### config.mk
export PLATFORM = sky130hd
export DESIGN_NAME = rom_boot_loader
export DESIGN_NICKNAME = d
export VERILOG_FILES = /design/src/rtl/reflet_boot_pkg.sv /design/src/rtl/boot_magic_check.sv /design/src/rtl/rom_boot_loader.sv
export SDC_FILE = /design/constraint.sdc
export NUM_CORES = 1
export LEC_CHECK = 0
export ABC_AREA = 1
export BUFFER_PORTS_ARGS = -buffer_cell sky130_fd_sc_hd__buf_2
export CAP_MARGIN = 20
export CORE_MARGIN = 3
export CORE_UTILIZATION = 55
export CTS_BUF_LIST = sky130_fd_sc_hd__clkbuf_4
export CTS_CLUSTER_DIAMETER = 100
export CTS_CLUSTER_SIZE = 14
export DETAILED_ROUTE_END_ITERATION = 10
export PLACE_DENSITY = 0.94
export SYNTH_ARGS = -nofsm -noshare
export SYNTH_HDL_FRONTEND = slang
export SYNTH_SLANG_ARGS = --single-unit
### constraint.sdc
create_clock -name clk -period 3.4 [get_ports clk]
set_input_delay 0.17 -clock clk [delete_from_list [all_inputs] [get_ports clk]]
set_output_delay 0.17 -clock clk [all_outputs]
set_load 0.02 [all_outputs]
### src/rtl/reflet_boot_pkg.sv
// Shared constants for the boot copier: FSM encoding and the ROM header magic "ASRM".
package reflet_boot_pkg;

    typedef enum logic [2:0] {
        ST_FETCH = 3'd0,
        ST_LATCH = 3'd1,
        ST_WRITE = 3'd2,
        ST_DONE  = 3'd3,
        ST_ERROR = 3'd4
    } boot_state_e;

    localparam logic [31:0] MAGIC      = 32'h4153524d;
    localparam int unsigned HEADER_LEN = 4;

    // Header byte 0 is the most significant byte of MAGIC.
    function automatic logic [7:0] magic_byte(input logic [1:0] idx);
        logic [31:0] sh;
        sh = MAGIC >> {~idx, 3'b000};
        return sh[7:0];
    endfunction

endpackage

### src/rtl/boot_magic_check.sv
// Combinational compare of one header byte against its expected magic value.
module boot_magic_check
    import reflet_boot_pkg::*;
(
    input  logic [1:0] i_idx,
    input  logic [7:0] i_byte,
    output logic       o_match
);

    assign o_match = (i_byte == magic_byte(i_idx));

endmodule

### src/rtl/rom_boot_loader.sv
// Boot copier: streams every ROM byte into RAM through a valid/ready port,
// validating the 4-byte header, then releases the CPU from reset.
module rom_boot_loader
    import reflet_boot_pkg::*;
#(
    parameter int ADDR_WIDTH     = 8,
    parameter int ROM_DEPTH      = 256,
    parameter int RAM_ADDR_WIDTH = 8,
    parameter int RAM_BASE       = 0
) (
    input  logic                      clk,
    input  logic                      reset,
    output logic [ADDR_WIDTH-1:0]     rom_addr,
    output logic                      rom_enable_out,
    input  logic [7:0]                rom_data,
    output logic [RAM_ADDR_WIDTH-1:0] ram_addr,
    output logic [7:0]                ram_data,
    output logic                      ram_write_en,
    input  logic                      ram_ready,
    output logic                      cpu_reset,
    output logic                      boot_done,
    output logic                      boot_error
);

    localparam logic [RAM_ADDR_WIDTH-1:0] W_BASE = RAM_ADDR_WIDTH'(RAM_BASE);

    boot_state_e           r_state;
    boot_state_e           w_next;
    logic [ADDR_WIDTH-1:0] r_ptr;
    logic [7:0]            r_data;
    logic                  w_match;
    logic                  w_hdr;
    logic                  w_last;

    boot_magic_check u_magic (
        .i_idx   (r_ptr[1:0]),
        .i_byte  (rom_data),
        .o_match (w_match)
    );

    assign w_hdr  = ({1'b0, r_ptr} < (ADDR_WIDTH+1)'(HEADER_LEN));
    assign w_last = (r_ptr == ADDR_WIDTH'(ROM_DEPTH - 1));

    always_ff @(posedge clk) begin
        if (reset) begin
            r_state <= ST_FETCH;
            r_ptr   <= '0;
            r_data  <= '0;
        end else begin
            r_state <= w_next;
            if (r_state == ST_LATCH)
                r_data <= rom_data;
            if (r_state == ST_WRITE && ram_ready && !w_last)
                r_ptr <= r_ptr + 1'b1;
        end
    end

    always_comb begin
        w_next         = r_state;
        rom_addr       = r_ptr;
        rom_enable_out = 1'b0;
        ram_addr       = W_BASE + RAM_ADDR_WIDTH'(r_ptr);
        ram_data       = r_data;
        ram_write_en   = 1'b0;
        cpu_reset      = 1'b1;
        boot_done      = 1'b0;
        boot_error     = 1'b0;
        case (r_state)
            ST_FETCH: begin
                rom_enable_out = 1'b1;
                w_next         = ST_LATCH;
            end
            ST_LATCH: begin
                rom_enable_out = 1'b1;
                w_next         = (w_hdr && !w_match) ? ST_ERROR : ST_WRITE;
            end
            ST_WRITE: begin
                ram_write_en = 1'b1;
                if (ram_ready)
                    w_next = w_last ? ST_DONE : ST_FETCH;
            end
            ST_DONE: begin
                rom_addr  = '0;
                ram_data  = '0;
                cpu_reset = 1'b0;
                boot_done = 1'b1;
            end
            ST_ERROR: begin
                rom_addr   = '0;
                ram_data   = '0;
                boot_error = 1'b1;
            end
            default: w_next = ST_FETCH;
        endcase
        // Reset overrides immediately so a pending write is withdrawn, not accepted.
        if (reset) begin
            rom_addr       = '0;
            rom_enable_out = 1'b0;
            ram_addr       = W_BASE;
            ram_data       = '0;
            ram_write_en   = 1'b0;
            cpu_reset      = 1'b1;
            boot_done      = 1'b0;
            boot_error     = 1'b0;
        end
    end

endmodule

==> metrics.cfg <==
[pwr]
total_power_uw = 464
powerDensity_nw_per_um2 = 339
leakage_nw = 0.692
irDropWorstVdd_v = 0.000257

[floorplanning]
num_rows = 15
start_util_pct = 62.2
dieArea_um2 = 2690
ioPinCount = 40
die_h_um = 51.8
core_area_um2 = 1860
fp.dieW_um = 51.8

[setup_path]
worstSetupPathType = flop to output pin
end_kind = output pin
worstPathRequired_ps = 3230
crit_arrival_ps = 1830
cp-start-kind = flop
critPathMaxFanout = 16

[timing]
grt_setup_unrepaired = false
final.period_utilization_pct = 58.8
whs_ps = 159
fin_crit_ps = 2000
finalHoldViolations = 0
slew-limit-headroom_pct = 53.0
worst_pin_slew_ps = 705
clock_skew_ps = 1.30
tns_ps = 0
setup_violations = 0
fmax_mhz = 501
drv_slew = 0

[route]
ant_nets = 0
dr_total_vias = 1323
routed_wl_um = 3140
drt-initial-drc-count = 86
drt_pass1_iterations = 5
viasPerCell = 5.36
drcViolationCount = 0
wl_per_cell_um = 12.7

[finish]
final_area_um2 = 1370
fillers = 161
nNetsFinal = 236
diodes = 0
stdcell_count = 247
areaGrowthSynthToFinish_pct = 18.5
layout-drive-gt1-share_pct = 23.4

[global_routing]
grt_pass1_wl_um = 5250
grt_use_total_pct = 25.5
grt_overflow = 0
antenna_found_initial = 0
grt_max_degree = 33
grt_pass1_vias = 1178

[clocking]
clk_path_buf_depth = 2
cts-buffers-inserted = 3
cts_num_sinks = 19
cts_hold_buffers = 0
cts_setup_buffers = 0
clk_latency_ps = 300
cts_resized = 0
htree_num_levels = 1
cts_root_buf = clkbuf_4
clk_pin_slew_ps = 110
cts_tree = done

[logic_synthesis]
syn_nets = 199
yosysWarnings = 0
synth_seq_cells = 19
synthesis.area_um2 = 1160
yosysTopAreaCell = dfxtp_1
ys_seq_area_share_pct = 32.9
avgSynthCellArea_um2 = 6.22
synth_cell_type_count = 22
synth_area_leaders = dfxtp_1, nand2_1, inv_1
synth_top_area_share_pct = 32.9
syn_inst = 186

[job]
drv_cap = 0

[placement]
dp.cells = 243
portBuffers = 39
place_congestion = 0.847
hpwl_um = 2230
placed_area_um2 = 1340

[worst_hold_path]
hold_class = primary input to flop

[outcome]
status = complete, no violations

## state kept, by name (all words and copies together) (netlist names)
signal / count
r_data: 8
r_ptr: 8
r_state: 3
## cells in the mapped netlist
cell / n
nor3_2: 1
a21oi_2: 2
nor2_1: 29
nor3_1: 18
xor2_1: 1
nand2_1: 35
clkbuf_1: 3
dfxtp_1: 19
nand4_1: 2
inv_2: 1
a21oi_1: 14
buf_6: 1
nand3_2: 1
buf_4: 2
o21ai_2: 3
inv_1: 30
o21ai_1: 2
o21ai_0: 11
nor2_2: 1
buf_2: 1
ha_1: 2
nand3_1: 7
## critical path: stages, from the launching register on
cell	delay, ps
dfxtp_1	450
nand2_1	160
o21ai_2	580
nor3_1	130
buf_2	200
## through the flow
stage	utilization [%]	setup slack [ps]
floorplan	-	1950
detailed placement	72.1	1760
global placement	72.1	1870
CTS	73.7	1400
finish	73.7	1400
global route	73.7	1240
## cell families (layout without fill, tap and decap cells)
family                   Yosys count  after routing  synth area share (%)
AO/OA/AOI/OAI                     32             32                  15.5
XOR/XNOR                           1              1                 0.758
buffers and inverters             38             74                  13.7
adder cells (fa/ha/maj)            2              2                  2.16
flip-flops                        19             19                  32.9
AND/OR/NAND/NOR                   94             94                  35.0
## worst paths after layout
kind,slack [ps],to,start,depth (start not counted)
setup / recovery,1400,rom_addr[5],r_state[1]$_SDFFE_PP0P_,4
hold / removal,160,r_data[5]$_SDFFE_PP0P_,rom_data[5],3
setup reg to reg,1800,r_ptr[5]$_SDFFE_PP0P_,r_ptr[1]$_SDFFE_PP0P_,9
hold reg to reg,460,r_data[5]$_SDFFE_PP0P_,r_data[5]$_SDFFE_PP0P_,2
## power breakdown
part	switching [mW]	total, mW	internal (mW)
Combinational	0.0635	0.0917	0.0282
Sequential	0.00847	0.247	0.239
Clock	0.0712	0.125	0.0537
Total	0.143	0.464	0.321
## layout by cell type (no fill, tap or decap)
| cell type | netlist | layout |
|---|---|---|
| xor2_1 | 1 | 1 |
| inv_1 | 30 | 30 |
| dfxtp_1 | 19 | 19 |
| nand2_1 | 35 | 35 |
| o21ai_0 | 11 | 11 |
| a21oi_1 | 14 | 14 |
| o21ai_2 | 3 | 3 |
| nor2_2 | 1 | 1 |
| nor2_1 | 29 | 29 |
| nor3_1 | 18 | 18 |
| nand3_2 | 1 | 1 |
| nor3_2 | 1 | 1 |
| buf_2 | 1 | 39 |
| a21oi_2 | 2 | 2 |
| ha_1 | 2 | 2 |
| clkbuf_4 | 0 | 4 |
| nand4_1 | 2 | 2 |
| o21ai_1 | 2 | 2 |
| inv_2 | 1 | 1 |
| nand3_1 | 7 | 7 |
## layout make-up
type,instances,area (um^2),share of cell area (%)
Multi-Input combinational cell,129,617,45.0
Sequential cell,19,380,27.8
Timing Repair Buffer,39,195,14.2
Inverter,31,116,8.49
Tap cell,25,31.3,2.28
Clock buffer,4,30.0,2.19
## per-layer routing
layer	up-vias	GRT usage, %	part of all wire (%)
met5	-	0	0
met4	0	6.99	2.1
met3	12	4.01	8.3
met2	77	45.0	48
met1	576	31.9	41
li1	658	-	-
(Power assumes the default switching activity.)
